### config.mk
export PLATFORM = sky130hd
export DESIGN_NAME = mips_mc_ctrl_flat
export DESIGN_NICKNAME = d
export VERILOG_FILES = /design/src/rtl/mips_pkg.sv /design/src/rtl/mips_mc_ctrl_if.sv /design/src/rtl/mips_ins_decode.sv /design/src/rtl/mips_mc_ctrl.sv /design/src/flat_wrapper.sv
export SDC_FILE = /design/constraint.sdc
export NUM_CORES = 1
export LEC_CHECK = 0
export BUFFER_PORTS_ARGS = -buffer_cell sky130_fd_sc_hd__buf_2
export CAP_MARGIN = 20
export CORE_MARGIN = 2
export CORE_UTILIZATION = 51
export CTS_CLUSTER_SIZE = 8
export DETAILED_ROUTE_END_ITERATION = 8
export GPL_TIMING_DRIVEN = 0
export HOLD_SLACK_MARGIN = 0.12
export MAX_ROUTING_LAYER = met4
export PLACE_DENSITY = 0.83
export RECOVER_POWER = 100
export SKIP_CTS_REPAIR_TIMING = 1
export SYNTH_ARGS = -nofsm -noshare
export SYNTH_HDL_FRONTEND = slang
export SYNTH_SLANG_ARGS = --single-unit
### constraint.sdc
create_clock -name clk -period 2.3 [get_ports clk]
set_input_delay 0.46 -clock clk [delete_from_list [all_inputs] [get_ports clk]]
set_output_delay 0.46 -clock clk [all_outputs]
set_load 0.02 [all_outputs]
### src/rtl/mips_pkg.sv
// Shared definitions for the multi-cycle MIPS control slice.
// Holds opcode/funct constants, ALU operation codes, FSM state codes and the
// one-hot instruction class produced by the decoder.
package mips_pkg;

    // Opcodes (ir[31:26])
    localparam logic [5:0] OP_RTYPE = 6'b000000;
    localparam logic [5:0] OP_ORI   = 6'b001101;
    localparam logic [5:0] OP_LUI   = 6'b001111;
    localparam logic [5:0] OP_LW    = 6'b100011;
    localparam logic [5:0] OP_SW    = 6'b101011;
    localparam logic [5:0] OP_BEQ   = 6'b000100;
    localparam logic [5:0] OP_J     = 6'b000010;

    // R-type function codes (ir[5:0])
    localparam logic [5:0] FN_ADDU  = 6'b100001;
    localparam logic [5:0] FN_SUBU  = 6'b100011;

    // ALU operation select
    localparam logic [1:0] ALU_ADD  = 2'b00;
    localparam logic [1:0] ALU_SUB  = 2'b01;
    localparam logic [1:0] ALU_OR   = 2'b10;
    localparam logic [1:0] ALU_LUI  = 2'b11;

    // FSM state encodings
    localparam logic [2:0] S_FETCH  = 3'd0;
    localparam logic [2:0] S_DECODE = 3'd1;
    localparam logic [2:0] S_EXEC   = 3'd2;
    localparam logic [2:0] S_MEM    = 3'd3;
    localparam logic [2:0] S_WB     = 3'd4;

    // One-hot instruction class; all-zero means the instruction is illegal.
    typedef struct packed {
        logic addu;
        logic subu;
        logic ori;
        logic lui;
        logic lw;
        logic sw;
        logic beq;
        logic j;
    } ins_class_t;

endpackage

### src/rtl/mips_mc_ctrl_if.sv
// Bus between the main control FSM and insfetch / datapath.
// master: the control FSM (drives ir, state, strobes, decode outputs, counters)
// slave : fetch/datapath side (drives ins and alu_zero)
interface mips_mc_ctrl_if #(
    parameter int CNT_W = 32
);
    logic [31:0]      ins;
    logic             alu_zero;
    logic [31:0]      ir;
    logic [2:0]       state;
    logic             pc_we;
    logic             npc_sel;
    logic             isJump;
    logic             reg_we;
    logic             reg_dst;
    logic             alu_src;
    logic [1:0]       alu_op;
    logic             ext_op;
    logic             mem_we;
    logic             mem_to_reg;
    logic             illegal;
    logic [CNT_W-1:0] retired;

    modport master (
        input  ins, alu_zero,
        output ir, state, pc_we, npc_sel, isJump, reg_we, reg_dst, alu_src,
               alu_op, ext_op, mem_we, mem_to_reg, illegal, retired
    );

    modport slave (
        output ins, alu_zero,
        input  ir, state, pc_we, npc_sel, isJump, reg_we, reg_dst, alu_src,
               alu_op, ext_op, mem_we, mem_to_reg, illegal, retired
    );
endinterface

### src/rtl/mips_ins_decode.sv
// Combinational instruction classifier.
// Ports: opcode/funct in (fields of ir); cls out (one-hot class); illegal out
// (set when the opcode, or the R-type funct, is not supported).
module mips_ins_decode
    import mips_pkg::*;
(
    input  logic [5:0] opcode,
    input  logic [5:0] funct,
    output ins_class_t cls,
    output logic       illegal
);
    always_comb begin
        cls = '0;
        case (opcode)
            OP_RTYPE: begin
                cls.addu = (funct == FN_ADDU);
                cls.subu = (funct == FN_SUBU);
            end
            OP_ORI:  cls.ori = 1'b1;
            OP_LUI:  cls.lui = 1'b1;
            OP_LW:   cls.lw  = 1'b1;
            OP_SW:   cls.sw  = 1'b1;
            OP_BEQ:  cls.beq = 1'b1;
            OP_J:    cls.j   = 1'b1;
            default: cls = '0;
        endcase
        illegal = (cls == '0);
    end
endmodule

### src/rtl/mips_mc_ctrl.sv
// Multi-cycle main control FSM (FETCH/DECODE/EXEC/MEM/WB).
// Ports: clk, rst (synchronous, active high); bus (master side) carrying the
// fetched instruction in and the IR, state, strobes, decode-driven controls,
// sticky illegal flag and retired-instruction counter out.
// Every instruction retires in the single cycle where pc_we is high.
module mips_mc_ctrl
    import mips_pkg::*;
#(
    parameter int CNT_W = 32
) (
    input  logic           clk,
    input  logic           rst,
    mips_mc_ctrl_if.master bus
);
    logic [2:0]       state_reg, state_next;
    logic [31:0]      ir_reg;
    logic             illegal_reg;
    logic [CNT_W-1:0] retired_reg;

    ins_class_t cls;
    logic       dec_illegal;

    logic pc_we_raw, npc_sel_raw, is_jump_raw, reg_we_raw, mem_we_raw;
    logic set_illegal;
    logic in_phase;

    // alu_zero is consumed by insfetch directly from the bus.
    logic unused_alu_zero;
    assign unused_alu_zero = bus.alu_zero;

    mips_ins_decode u_decode (
        .opcode  (ir_reg[31:26]),
        .funct   (ir_reg[5:0]),
        .cls     (cls),
        .illegal (dec_illegal)
    );

    // Next state and raw strobes
    always_comb begin
        state_next  = S_FETCH;
        pc_we_raw   = 1'b0;
        npc_sel_raw = 1'b0;
        is_jump_raw = 1'b0;
        reg_we_raw  = 1'b0;
        mem_we_raw  = 1'b0;
        set_illegal = 1'b0;
        case (state_reg)
            S_FETCH: state_next = S_DECODE;
            S_DECODE: begin
                if (dec_illegal) begin
                    // Retire as a nop with sequential PC.
                    set_illegal = 1'b1;
                    pc_we_raw   = 1'b1;
                end else if (cls.j) begin
                    is_jump_raw = 1'b1;
                    pc_we_raw   = 1'b1;
                end else begin
                    state_next = S_EXEC;
                end
            end
            S_EXEC: begin
                if (cls.beq) begin
                    // Taken/not-taken is resolved in insfetch via alu_zero.
                    npc_sel_raw = 1'b1;
                    pc_we_raw   = 1'b1;
                end else if (cls.lw || cls.sw) begin
                    state_next = S_MEM;
                end else begin
                    state_next = S_WB;
                end
            end
            S_MEM: begin
                if (cls.lw) begin
                    state_next = S_WB;
                end else if (cls.sw) begin
                    mem_we_raw = 1'b1;
                    pc_we_raw  = 1'b1;
                end
            end
            S_WB: begin
                reg_we_raw = 1'b1;
                pc_we_raw  = 1'b1;
            end
            default: state_next = S_FETCH;
        endcase
    end

    // Decode-driven controls are held constant over EXEC/MEM/WB.
    assign in_phase = (state_reg == S_EXEC) || (state_reg == S_MEM) || (state_reg == S_WB);

    always_comb begin
        bus.alu_src    = in_phase & (cls.lw | cls.sw | cls.ori | cls.lui);
        bus.ext_op     = in_phase & (cls.lw | cls.sw);
        bus.reg_dst    = in_phase & (cls.addu | cls.subu);
        bus.mem_to_reg = in_phase & cls.lw;
        if (!in_phase)
            bus.alu_op = ALU_ADD;
        else if (cls.subu || cls.beq)
            bus.alu_op = ALU_SUB;
        else if (cls.ori)
            bus.alu_op = ALU_OR;
        else if (cls.lui)
            bus.alu_op = ALU_LUI;
        else
            bus.alu_op = ALU_ADD;
    end

    // Strobes are suppressed in any cycle where reset is asserted.
    assign bus.pc_we   = pc_we_raw   & ~rst;
    assign bus.npc_sel = npc_sel_raw & ~rst;
    assign bus.isJump  = is_jump_raw & ~rst;
    assign bus.reg_we  = reg_we_raw  & ~rst;
    assign bus.mem_we  = mem_we_raw  & ~rst;

    // Illegal becomes visible already in the DECODE cycle that detects it.
    assign bus.illegal = illegal_reg | (set_illegal & ~rst);
    assign bus.ir      = ir_reg;
    assign bus.state   = state_reg;
    assign bus.retired = retired_reg;

    always_ff @(posedge clk) begin
        if (rst) begin
            state_reg   <= S_FETCH;
            ir_reg      <= '0;
            illegal_reg <= 1'b0;
            retired_reg <= '0;
        end else begin
            state_reg <= state_next;
            if (state_reg == S_FETCH)
                ir_reg <= bus.ins;
            if (set_illegal)
                illegal_reg <= 1'b1;
            if (pc_we_raw)
                retired_reg <= retired_reg + 1'b1;
        end
    end
endmodule

### src/flat_wrapper.sv
// flat-port wrapper written by rule: the top's interface ports become plain ports
module mips_mc_ctrl_flat import mips_pkg::*;
#(
    parameter int CNT_W = 32
)
  (clk, rst, bus_ins, bus_alu_zero, bus_ir, bus_state, bus_pc_we, bus_npc_sel, bus_isJump, bus_reg_we, bus_reg_dst, bus_alu_src, bus_alu_op, bus_ext_op, bus_mem_we, bus_mem_to_reg, bus_illegal, bus_retired);
  mips_mc_ctrl_if #(.CNT_W(CNT_W)) bus_i ();
  input  logic clk;
  input  logic rst;
  input wire logic [$bits(bus_i.ins)-1:0] bus_ins;
  input wire logic [$bits(bus_i.alu_zero)-1:0] bus_alu_zero;
  output wire logic [$bits(bus_i.ir)-1:0] bus_ir;
  output wire logic [$bits(bus_i.state)-1:0] bus_state;
  output wire logic [$bits(bus_i.pc_we)-1:0] bus_pc_we;
  output wire logic [$bits(bus_i.npc_sel)-1:0] bus_npc_sel;
  output wire logic [$bits(bus_i.isJump)-1:0] bus_isJump;
  output wire logic [$bits(bus_i.reg_we)-1:0] bus_reg_we;
  output wire logic [$bits(bus_i.reg_dst)-1:0] bus_reg_dst;
  output wire logic [$bits(bus_i.alu_src)-1:0] bus_alu_src;
  output wire logic [$bits(bus_i.alu_op)-1:0] bus_alu_op;
  output wire logic [$bits(bus_i.ext_op)-1:0] bus_ext_op;
  output wire logic [$bits(bus_i.mem_we)-1:0] bus_mem_we;
  output wire logic [$bits(bus_i.mem_to_reg)-1:0] bus_mem_to_reg;
  output wire logic [$bits(bus_i.illegal)-1:0] bus_illegal;
  output wire logic [$bits(bus_i.retired)-1:0] bus_retired;
  assign bus_i.ins = bus_ins;
  assign bus_i.alu_zero = bus_alu_zero;
  assign bus_ir = bus_i.ir;
  assign bus_state = bus_i.state;
  assign bus_pc_we = bus_i.pc_we;
  assign bus_npc_sel = bus_i.npc_sel;
  assign bus_isJump = bus_i.isJump;
  assign bus_reg_we = bus_i.reg_we;
  assign bus_reg_dst = bus_i.reg_dst;
  assign bus_alu_src = bus_i.alu_src;
  assign bus_alu_op = bus_i.alu_op;
  assign bus_ext_op = bus_i.ext_op;
  assign bus_mem_we = bus_i.mem_we;
  assign bus_mem_to_reg = bus_i.mem_to_reg;
  assign bus_illegal = bus_i.illegal;
  assign bus_retired = bus_i.retired;
  mips_mc_ctrl #(.CNT_W(CNT_W)) u_core (.clk(clk), .rst(rst), .bus(bus_i));
endmodule
==> impl_metrics.xml <==
<?xml version="1.0" encoding="UTF-8"?>
<metrics>
  <group name="run_status">
    <metric name="result_of_the_run" unit="">finished with violations</metric>
    <metric name="failed_checks" unit="">negative setup slack</metric>
  </group>
  <group name="global_routing">
    <metric name="grt-busiest-layer" unit="">met2</metric>
    <metric name="first_global_vias" unit="">3127</metric>
    <metric name="first_pass_grt_wire_length" unit="um">14650</metric>
    <metric name="maximum_number_of_pins_on_one_net_before_global_route_repair" unit="">12</metric>
    <metric name="grt_antenna_before_repair" unit="">0</metric>
    <metric name="global_route.usage.met2" unit="">0.3953</metric>
    <metric name="globalRoute.totalOverflow" unit="">0</metric>
    <metric name="grt_use_met1" unit="">0.3107</metric>
    <metric name="grt_util_met3" unit="">0.06315</metric>
    <metric name="globalRouteTotalUtil" unit="">0.2518</metric>
  </group>
  <group name="die">
    <metric name="chipHeight" unit="um">87.55</metric>
    <metric name="num_io_pins" unit="">114</metric>
    <metric name="die_w" unit="um">87.55</metric>
    <metric name="placement_rows" unit="">30</metric>
    <metric name="floorplan.die_area" unit="um2">7664</metric>
    <metric name="placeable_area" unit="um2">6756</metric>
    <metric name="initial_core_util" unit="">0.5269</metric>
  </group>
  <group name="drt">
    <metric name="drt-vias-per-instance" unit="">5.738</metric>
    <metric name="vias" unit="">3833</metric>
    <metric name="wire_per_inst" unit="um">16.34</metric>
    <metric name="initialDrtViolationCount" unit="">196</metric>
    <metric name="detail_route.drc_violations" unit="">0</metric>
    <metric name="ant_nets" unit="">0</metric>
    <metric name="drt-pass1-iter-count" unit="">5</metric>
    <metric name="postRouteWirelength" unit="um">10920</metric>
  </group>
  <group name="placement">
    <metric name="dp_hpwl" unit="um">6854</metric>
    <metric name="io_buffer_count" unit="">111</metric>
    <metric name="postPlaceCellArea" unit="um2">4258</metric>
    <metric name="routabilityCongestion" unit="">0.9356</metric>
    <metric name="place_ws" unit="ns">-0.1910</metric>
  </group>
  <group name="timing">
    <metric name="finalSetupViolations" unit="">12</metric>
    <metric name="worst-slew-pin-transition" unit="ns">0.7430</metric>
    <metric name="rsz0062_at_grt" unit="">yes</metric>
    <metric name="finalMaxSlewViolations" unit="">0</metric>
    <metric name="max_clock_freq" unit="MHz">389.8</metric>
    <metric name="fin_worst_hold_slack" unit="ns">0.3312</metric>
    <metric name="maxSlewHeadroom" unit="">0.5020</metric>
    <metric name="final.min_clock_period" unit="ns">2.566</metric>
    <metric name="final_critical_path_setup_slack" unit="ns">-0.2656</metric>
    <metric name="worst_clock_skew" unit="ns">0.007431</metric>
    <metric name="hold_violations" unit="">0</metric>
    <metric name="period_share" unit="">1.115</metric>
  </group>
  <group name="synth">
    <metric name="count_of_flip_flops_with_a_built_in_enable_after_synthesis" unit="">0</metric>
    <metric name="synth_area_leaders" unit="">sky130_fd_sc_hd__dfxtp_1, sky130_fd_sc_hd__nand2_1, sky130_fd_sc_hd__a21oi_1</metric>
    <metric name="synth.most_common_cell" unit="">sky130_fd_sc_hd__nand2_1</metric>
    <metric name="synthArstFlopShare" unit="">0</metric>
    <metric name="synth_top_cell_area_share" unit="">0.3824</metric>
    <metric name="synth.distinct_cells" unit="">48</metric>
    <metric name="syn-cell-area" unit="um2">3560</metric>
    <metric name="synth_seq_cells" unit="">68</metric>
    <metric name="synth-warning-count" unit="">0</metric>
    <metric name="dominantRegCellSynth" unit="">sky130_fd_sc_hd__dfxtp_1</metric>
    <metric name="synth_nets" unit="">475</metric>
    <metric name="synth.largest_area_cell" unit="">sky130_fd_sc_hd__dfxtp_1</metric>
    <metric name="synth-seq-area-share" unit="">0.3824</metric>
    <metric name="synthesis.area_per_instance" unit="um2">8.109</metric>
    <metric name="synth_common_cells" unit="">sky130_fd_sc_hd__nand2_1, sky130_fd_sc_hd__dfxtp_1, sky130_fd_sc_hd__a21oi_1</metric>
    <metric name="syn_inst" unit="">439</metric>
  </group>
  <group name="setup_path">
    <metric name="cp_cell_sequence" unit="">nor4_4 -&gt; nand2_2 -&gt; o211ai_4 -&gt; buf_6 -&gt; buf_8 -&gt; a21oi_2 -&gt; buf_4</metric>
    <metric name="crit_path_end_kind" unit="">output pin</metric>
    <metric name="critPathSlowestCell" unit="">sky130_fd_sc_hd__nor4_4</metric>
    <metric name="timing.critical_path.from_type" unit="">flip-flop</metric>
    <metric name="max_stage_delay" unit="ns">0.41</metric>
    <metric name="critical_path_arrival" unit="ns">2.11</metric>
    <metric name="worstSetupPathType" unit="">reg2out</metric>
    <metric name="worst-path-max-fanout" unit="">6</metric>
    <metric name="cp.required" unit="ns">1.84</metric>
  </group>
  <group name="power_and_ir_drop">
    <metric name="comb_power_share" unit="">0.156</metric>
    <metric name="clk_pwr_share" unit="">0.428</metric>
    <metric name="pwr-share-seq" unit="">0.415</metric>
    <metric name="sw_frac_of_total" unit="">0.2678</metric>
    <metric name="power.switching" unit="mW">0.8210</metric>
    <metric name="powerDensity" unit="nW/um2">618.4</metric>
    <metric name="finalPower" unit="mW">3.065</metric>
    <metric name="max-vdd-ir-drop" unit="V">0.0004187</metric>
    <metric name="total_leakage_power" unit="nW">2.042</metric>
    <metric name="power_internal" unit="mW">2.244</metric>
  </group>
  <group name="cts">
    <metric name="clock_tree.root_cell" unit="">sky130_fd_sc_hd__clkbuf_8</metric>
    <metric name="h_tree_depth" unit="">3</metric>
    <metric name="tritoncts" unit="">yes</metric>
    <metric name="clock_tree.buffer_depth" unit="">2</metric>
    <metric name="insertion_delay" unit="ns">0.36</metric>
    <metric name="cts.reportedPaths.clkPinSlew" unit="ns">0.08</metric>
    <metric name="cts.sinks" unit="">68</metric>
    <metric name="tritoncts_buffers" unit="">9</metric>
  </group>
  <group name="final_layout">
    <metric name="finish.net_count" unit="">619</metric>
    <metric name="drive_above_1_share" unit="">0.3418</metric>
    <metric name="insertedDiodeCount" unit="">0</metric>
    <metric name="area_growth" unit="%">39.26</metric>
    <metric name="post-route-cell-area" unit="um2">4957</metric>
  </group>
  <group name="flow_run">
    <metric name="max-cap-violations" unit="">0</metric>
  </group>
  <group name="worst_hold_path">
    <metric name="holdCritPathClass" unit="">in2reg</metric>
  </group>
</metrics>
stage by stage:
step                  util  TNS [ns]  cells
finish              0.7337   -0.8913    668
global route        0.7337    -2.701    668
CTS                 0.6700    -3.147    646
detailed placement  0.6302    -1.073    630
global placement    0.6302   -0.7799    630
floorplan                -  -0.05174    439
power by group through the flow:
stage                     registers [mW]  clock network [mW]  logic [mW]
final                               1.27                1.31       0.479
after global routing                1.28                1.35       0.517
after CTS                           1.26                1.32       0.396
after detailed placement            1.29                   0       0.395
after global placement              1.29                   0       0.386
after floorplan                     1.34                   0       0.209
critical path, delay by kind of cell (launching register included):
family / cells / cell delay (ns)
AOI/OAI and AO/OA: 2 / 0.33
buffers and inverters: 3 / 0.41
DFF: 1 / 0.38
and+or+nand+nor: 2 / 0.61
kinds of logic (layout without fill, tap and decap cells):
kind of cell | Yosys count | after routing | share of synthesized area
adders and majority gates | 1 | 1 | 0.003514
DFF | 68 | 68 | 0.3824
AOI/OAI and AO/OA | 83 | 83 | 0.1571
buffers and inverters | 37 | 186 | 0.05026
and+or+nand+nor | 220 | 220 | 0.3118
muxes | 30 | 30 | 0.09490
layer usage:
metal  up-vias  part of all wire
li1       1814                 -
met1      1827              0.42
met2       163              0.49
met3        29             0.063
met4         0             0.020
met5         -                 0
layout by cell type (no fill, tap or decap), types with 18 or more instances in the layout:
| cell | netlist | routed |
|---|---|---|
| sky130_fd_sc_hd__nand4_1 | 18 | 18 |
| sky130_fd_sc_hd__nor2b_1 | 32 | 31 |
| sky130_fd_sc_hd__buf_2 | 2 | 68 |
| sky130_fd_sc_hd__clkbuf_1 | 24 | 57 |
| sky130_fd_sc_hd__dfxtp_1 | 68 | 61 |
| sky130_fd_sc_hd__nor2_1 | 38 | 35 |
| sky130_fd_sc_hd__a21oi_1 | 56 | 49 |
| sky130_fd_sc_hd__mux2_2 | 24 | 20 |
| sky130_fd_sc_hd__nand2_1 | 78 | 77 |
| sky130_fd_sc_hd__buf_4 | 0 | 23 |
final cells by class:
class / count / area (um2)
clock buffers: 13 / 178.9
well taps: 80 / 100.1
clock inverters: 3 / 90.09
repair buffers: 134 / 729.5
inverters: 5 / 18.77
plain buffers: 31 / 202.7
multi-input cells: 334 / 2265
flip-flops and latches: 68 / 1373
fillers: 475 / 1799
worst paths after layout:
path | from | endpoint | slack (ns) | depth (start not counted)
max reg2reg | u_core.bus.ir[30] | u_core.bus.retired[28] | -0.09 | 7
max | u_core.bus.ir[31] | bus_pc_we | -0.27 | 7
min reg2reg | u_core.bus.ir[15] | u_core.bus.ir[15] | 0.46 | 2
min | bus_ins[10] | u_core.bus.ir[10] | 0.33 | 3
Note: power is estimated with default switching activity, not from simulation.
